File: config.mk
export PLATFORM = sky130hd
export DESIGN_NAME = control_sequencer
export DESIGN_NICKNAME = d
export VERILOG_FILES = /design/src/rtl/control_sequencer.sv
export SDC_FILE = /design/constraint.sdc
export NUM_CORES = 1
export LEC_CHECK = 0
export ABC_AREA = 0
export CORE_MARGIN = 10
export CORE_UTILIZATION = 45
export DETAILED_ROUTE_END_ITERATION = 10
export PLACE_DENSITY = 0.77
export SETUP_SLACK_MARGIN = 0.5
export SLEW_MARGIN = 40
export SYNTH_ARGS = -nofsm -noshare
export SYNTH_HDL_FRONTEND = slang
export SYNTH_SLANG_ARGS = --single-unit
export TNS_END_PERCENT = 50
File: constraint.sdc
create_clock -name clock -period 2.48 [get_ports clock]
set_input_delay 0.496 -clock clock [delete_from_list [all_inputs] [get_ports clock]]
set_output_delay 0.496 -clock clock [all_outputs]
set_load 0.02 [all_outputs]
File: src/rtl/control_sequencer.sv
// control_sequencer: hardwired control unit for the 32-bit bus CPU.
// Steps through RESET, fetch (T0..T2), execute (T3..T7) and HALT, one step
// per clock, and decodes every datapath enable/select from the current
// step and the opcode ir[31:27].
// Optional build macro: CU_MULDIV_EN enables the mul/div execute sequence;
// without it mul/div decode as nop.
module control_sequencer #(
  parameter int unsigned RESET_STEPS = 1
) (
  input  logic        clock,
  input  logic        clear,
  input  logic [31:0] ir,
  input  logic        con,
  input  logic        stop,
  output logic        run,
  output logic [4:0]  opcode,
  output logic        read,
  output logic        write,
  output logic        Gra,
  output logic        Grb,
  output logic        Grc,
  output logic        Rin,
  output logic        Rout,
  output logic        BAout,
  output logic        Cout,
  output logic        HIin,
  output logic        HIout,
  output logic        LOin,
  output logic        LOout,
  output logic        Zin,
  output logic        Zhighout,
  output logic        Zlowout,
  output logic        Yin,
  output logic        MDRin,
  output logic        MDRout,
  output logic        MARin,
  output logic        PCin,
  output logic        PCout,
  output logic        IncPC,
  output logic        IRin,
  output logic        R8_RAin,
  output logic        CONin,
  output logic        InPortout,
  output logic        Out_portIn
);

  typedef enum logic [3:0] {
    S_RESET, S_T0, S_T1, S_T2, S_T3, S_T4, S_T5, S_T6, S_T7, S_HALT
  } state_t;

  localparam logic [4:0] OP_LD   = 5'b00000;
  localparam logic [4:0] OP_LDI  = 5'b00001;
  localparam logic [4:0] OP_ST   = 5'b00010;
  localparam logic [4:0] OP_ADD  = 5'b00011;
  localparam logic [4:0] OP_SHL  = 5'b01011;
  localparam logic [4:0] OP_ADDI = 5'b01100;
  localparam logic [4:0] OP_ORI  = 5'b01110;
  localparam logic [4:0] OP_DIV  = 5'b01111;
  localparam logic [4:0] OP_MUL  = 5'b10000;
  localparam logic [4:0] OP_NEG  = 5'b10001;
  localparam logic [4:0] OP_NOT  = 5'b10010;
  localparam logic [4:0] OP_BR   = 5'b10011;
  localparam logic [4:0] OP_JR   = 5'b10100;
  localparam logic [4:0] OP_JAL  = 5'b10101;
  localparam logic [4:0] OP_IN   = 5'b10110;
  localparam logic [4:0] OP_OUT  = 5'b10111;
  localparam logic [4:0] OP_MFHI = 5'b11000;
  localparam logic [4:0] OP_MFLO = 5'b11001;
  localparam logic [4:0] OP_HALT = 5'b11011;

  state_t      state;
  state_t      last_step;
  logic [31:0] rst_cnt;
  logic [4:0]  op;
  logic        is_md;
  logic        unused_ir_bits;

  assign op             = ir[31:27];
  assign unused_ir_bits = ^ir[26:0];

`ifdef CU_MULDIV_EN
  assign is_md = (op == OP_MUL) || (op == OP_DIV);
`else
  assign is_md = 1'b0;
`endif

  // Final execute step of the current instruction (T2 for nop/undefined).
  always_comb begin
    last_step = S_T2;
    case (op) inside
      OP_LD, OP_ST:                              last_step = S_T7;
      OP_LDI, [OP_ADD:OP_SHL], [OP_ADDI:OP_ORI]: last_step = S_T5;
      OP_BR:                                     last_step = S_T6;
      OP_NEG, OP_NOT, OP_JAL:                    last_step = S_T4;
      OP_JR, OP_IN, OP_OUT, OP_MFHI, OP_MFLO:    last_step = S_T3;
      default:                                   last_step = S_T2;
    endcase
    if (is_md) last_step = S_T6;
  end

  // Step sequencing: reset idle count, fetch/execute advance, halt entry.
  always_ff @(posedge clock) begin
    if (clear) begin
      state   <= S_RESET;
      rst_cnt <= '0;
    end else begin
      case (state)
        S_RESET: begin
          if (rst_cnt + 32'd1 >= RESET_STEPS) state <= S_T0;
          else rst_cnt <= rst_cnt + 32'd1;
        end
        S_HALT: state <= S_HALT;
        default: begin
          if (state == S_T2 && op == OP_HALT) state <= S_HALT;
          else if (state == last_step)        state <= stop ? S_HALT : S_T0;
          else                                state <= state_t'(state + 4'd1);
        end
      endcase
    end
  end

  // Control decode from the registered step and the opcode.
  always_comb begin
    {read, write, Gra, Grb, Grc, Rin, Rout, BAout, Cout, HIin, HIout, LOin,
     LOout, Zin, Zhighout, Zlowout, Yin, MDRin, MDRout, MARin, PCin, PCout,
     IncPC, IRin, R8_RAin, CONin, InPortout, Out_portIn} = '0;
    run    = (state != S_RESET) && (state != S_HALT);
    opcode = run ? OP_ADD : 5'b00000;
    case (state)
      S_T0: begin PCout = 1'b1; MARin = 1'b1; IncPC = 1'b1; end
      S_T1: begin read = 1'b1; MDRin = 1'b1; end
      S_T2: begin MDRout = 1'b1; IRin = 1'b1; end
      S_T3: begin
        if (is_md) begin
          Gra = 1'b1; Rout = 1'b1; Yin = 1'b1;
        end else begin
          case (op) inside
            OP_LD, OP_LDI, OP_ST: begin Grb = 1'b1; BAout = 1'b1; Yin = 1'b1; end
            [OP_ADD:OP_SHL], [OP_ADDI:OP_ORI]: begin Grb = 1'b1; Rout = 1'b1; Yin = 1'b1; end
            OP_NEG, OP_NOT: begin Grb = 1'b1; Rout = 1'b1; Zin = 1'b1; opcode = op; end
            OP_BR:   begin Gra = 1'b1; Rout = 1'b1; CONin = 1'b1; end
            OP_JR:   begin Gra = 1'b1; Rout = 1'b1; PCin = 1'b1; end
            OP_JAL:  begin PCout = 1'b1; R8_RAin = 1'b1; end
            OP_IN:   begin InPortout = 1'b1; Gra = 1'b1; Rin = 1'b1; end
            OP_OUT:  begin Gra = 1'b1; Rout = 1'b1; Out_portIn = 1'b1; end
            OP_MFHI: begin HIout = 1'b1; Gra = 1'b1; Rin = 1'b1; end
            OP_MFLO: begin LOout = 1'b1; Gra = 1'b1; Rin = 1'b1; end
            default: ;
          endcase
        end
      end
      S_T4: begin
        if (is_md) begin
          Grb = 1'b1; Rout = 1'b1; Zin = 1'b1; opcode = op;
        end else begin
          case (op) inside
            OP_LD, OP_LDI, OP_ST: begin Cout = 1'b1; Zin = 1'b1; end
            [OP_ADD:OP_SHL]:   begin Grc = 1'b1; Rout = 1'b1; Zin = 1'b1; opcode = op; end
            [OP_ADDI:OP_ORI]:  begin Cout = 1'b1; Zin = 1'b1; opcode = op; end
            OP_NEG, OP_NOT:    begin Zlowout = 1'b1; Gra = 1'b1; Rin = 1'b1; end
            OP_BR:             begin PCout = 1'b1; Yin = 1'b1; end
            OP_JAL:            begin Gra = 1'b1; Rout = 1'b1; PCin = 1'b1; end
            default: ;
          endcase
        end
      end
      S_T5: begin
        if (is_md) begin
          Zlowout = 1'b1; LOin = 1'b1;
        end else begin
          case (op) inside
            OP_LD, OP_ST: begin Zlowout = 1'b1; MARin = 1'b1; end
            OP_LDI, [OP_ADD:OP_SHL], [OP_ADDI:OP_ORI]: begin Zlowout = 1'b1; Gra = 1'b1; Rin = 1'b1; end
            OP_BR: begin Cout = 1'b1; Zin = 1'b1; end
            default: ;
          endcase
        end
      end
      S_T6: begin
        if (is_md) begin
          Zhighout = 1'b1; HIin = 1'b1;
        end else begin
          case (op)
            OP_LD: begin read = 1'b1; MDRin = 1'b1; end
            OP_ST: begin Gra = 1'b1; Rout = 1'b1; MDRin = 1'b1; end
            OP_BR: begin Zlowout = con; PCin = con; end
            default: ;
          endcase
        end
      end
      S_T7: begin
        case (op)
          OP_LD: begin MDRout = 1'b1; Gra = 1'b1; Rin = 1'b1; end
          OP_ST: begin MDRout = 1'b1; write = 1'b1; end
          default: ;
        endcase
      end
      default: ;
    endcase
  end

endmodule

==> run_results.csv, run 1 <==
group,metric,value,unit
outcome,outcome,"complete, but fails checks",
outcome,violations,"negative setup slack",
hold_path,hold_path.class,"reg2reg",
finish,final_util,84.0,%
global_routing,grt_pass1_vias,3660,
floorplanning,initial_utilization,47.3,%
sta,max_freq,0.374,GHz
sta,fin_skew,10.7,ps
place,place_area,0.00418,mm^2
hold_path,min_from,"rst_cnt[19]$_SDFFE_PP0P_",
sta,fin_setup_tns,-3020,ps
sta,setup_viol,35,
clocking,htreeDepth,2,
synth,synthFlopType,"dfxtp_1",
pwr,power,1.71,mW
global_routing,grt_overflow_total,0,
pwr,vdd_drop_max,0.000325,V
setup_path,endpoint_kind,"flop",
sta,timing.final.crit_share,108,%
sta,rsz0062_at_grt,"yes",
sta,timing.final.crit_period,2680,ps
place,dpl.hpwl,7280,um
synth,synthDistinctLibCells,72,
synth,synth_area_leaders,"dfxtp_1, and2_1, nand2_1, xnor2_1, nand4_1",
setup_path,crit_fanout,5,
job,drv_cap,0,
floorplanning,fp.coreArea,0.00603,mm^2
routing,viasPerCell,6.46,
clocking,cts_buffer_depth,2,
clocking,cts_tree,"yes",
place,pre_cts_ws,-693,ps
setup_path,r2r_slack,-200,ps
floorplanning,dieArea,0.00991,mm^2
sta,whs,489,ps
sta,setup_ws,-196,ps
global_routing,grt_pass1_wl,18800,um
setup_path,crit_required,2660,ps
clocking,path_clk_slew,80,ps
routing,dr.pass1.iters,6,
routing,num_vias,3739,
synth,synth_seq_cells,36,
floorplanning,die_h,99.6,um
hold_path,min_path_cells,2,
clocking,cts-buffers-inserted,5,
clocking,clock-sinks,36,
finish,fin_area,0.00506,mm^2
clocking,clk_latency,310,ps
routing,drc,0,
sta,slew_viol_final,0,
place,port_buffers,39,
sta,finalHoldViolations,0,
setup_path,reg2reg_from,"rst_cnt[1]$_SDFFE_PP0P_",
synth,yosys.area.top_type,"dfxtp_1",
floorplanning,io_pins,70,
finish,antennaDiodeCount,0,
synth,synth_cells,361,
finish,final_nets,545,
hold_path,hold_path_end,"rst_cnt[19]$_SDFFE_PP0P_",
finish,layout_common_cells,"buf_4, buf_6, and2_4, dfxtp_1, nand2_1",
routing,final_antenna_net_count,0,
pwr,cellPowerDensity,338,mW/mm^2
floorplanning,die_x,99.6,um
pwr,p_leak,2.09,nW
synth,syn_area,0.00285,mm^2
global_routing,grt_max_degree,22,
place,place_congestion,0.917,
finish,final_common_cell,"buf_4",
routing,drt-wirelength-per-cell,21.8,um
synth,async_reset_ff_share,0,%
floorplanning,rows,28,
synth,yosysWarnings,0,
synth,yosysSeqAreaShare,25.3,%
setup_path,startpoint_type,"flop",
synth,avgSynthCellArea,7.89,um^2
clocking,root_buffer,"clkbuf_8",
synth,synth_edf_count,0,
synth,yosysTopAreaCellShare,25.3,%
place,dp.cells,560,
routing,routed_wl,12600,um
setup_path,reg2reg_to,"rst_cnt[29]$_SDFFE_PP0P_",
routing,drt_iter0_markers,426,
setup_path,reg2reg_depth,8,
finish,area_growth_syn_to_layout,77.8,%
setup_path,cp.arrival,2860,ps
global_routing,grt_usage,22.7,%
global_routing,antenna_found_initial,0,
setup_path,critPathKind,"reg2reg",
finish,layout.cells.non_filler,579,
finish,drive_above_1_share,60.5,%
[critical path: stages, from the launching register on]
cell and delay, ps:
dfxtp_4 370, ha_4 160, nand3_4 130, nor4_2 310, mux2i_1 310, o2111ai_2 190
or4_4 610, nor3_4 340, nor3_1 130
[state kept, by name, indices dropped and copies added (netlist names)]
register	cells
rst_cnt	32
state	4
[Yosys cell counts (all sizes together) (4+ instances only)]
cell type	count
dfxtp	36
nand2	31
and2	30
nor2	22
inv	17
nand4	17
nor3	17
nand3	16
nor4	15
a21oi	12
buf	12
clkbuf	12
xnor2	11
nand2b	7
nor2b	7
o21ai	7
ha	6
or4	6
mux2i	5
o221ai	5
or2	5
a31oi	4
and3	4
xor2	4
[power breakdown]
part	internal (mW)	switching [mW]	leakage [nW]
Sequential	0.583	0.00725	0.296
Clock	0.299	0.242	0.0585
Combinational	0.275	0.306	1.74
[cells by family (layout without fill, tap and decap cells)]
| group | after synthesis | after routing | synth area share (%) |
|---|---|---|---|
| AND/OR/NAND/NOR | 190 | 190 | 40.9 |
| flip-flops | 36 | 36 | 25.3 |
| multiplexers | 6 | 6 | 2.15 |
| XOR/XNOR | 15 | 15 | 4.61 |
| adder cells (fa/ha/maj) | 7 | 7 | 2.99 |
| other | 1 | 3 | 0.132 |
| buffers and inverters | 41 | 182 | 6.72 |
| AO/OA/AOI/OAI | 65 | 65 | 17.2 |
[how the worst max path moves through the flow]
stage	startpoint	endpoint	slack, ps
detailed placement	ir[28]	opcode[1]	-690
finish	rst_cnt[1]$_SDFFE_PP0P_	rst_cnt[29]$_SDFFE_PP0P_	-200
floorplan	rst_cnt[1]$_SDFFE_PP0P_	state[0]$_SDFFE_PP0P_	90
global route	rst_cnt[6]$_SDFFE_PP0P_	state[0]$_SDFFE_PP0P_	-250
global placement	ir[27]	Gra	-650
CTS	rst_cnt[1]$_SDFFE_PP0P_	state[0]$_SDFFE_PP0P_	-7
[final cells by class]
cell class	instances	area (um^2)
Clock buffer	5	68.8
Clock inverter	3	41.3
Fill cell	271	962
Inverter	17	71.3
Multi-Input combinational cell	286	2630
Sequential cell	36	739
Tap cell	75	93.8
Timing Repair Buffer	157	1420
[layer usage]
layer | vias to the layer above | GRT usage, % | wire length, um
li1 | 1608 | - | -
met1 | 1771 | 27.7 | 4930
met2 | 279 | 38.3 | 5920
met3 | 81 | 4.29 | 1100
met4 | 0 | 8.93 | 691
met5 | - | 0 | 0
[timing repair]
item                       in CTS  in global routing
gates cloned                    1                  0
resized for setup             316                 51
pin swaps                      51                 43
hold buffers                    0                  0
buffers inserted                9                  1
setup endpoints to repair      67                 67
Power figures use the tool's default switching activity.
==> inputs of run 2 (changes only) <==
--- a/config.mk
+++ b/config.mk
@@ -8,6 +8,7 @@
 export ABC_AREA = 0
 export CORE_MARGIN = 10
 export CORE_UTILIZATION = 45
+export CTS_CLUSTER_DIAMETER = 100
 export DETAILED_ROUTE_END_ITERATION = 10
 export PLACE_DENSITY = 0.77
 export SETUP_SLACK_MARGIN = 0.5
==> results of run 2 <==
Final layout, timing and power as in run 1 (identical DEF).
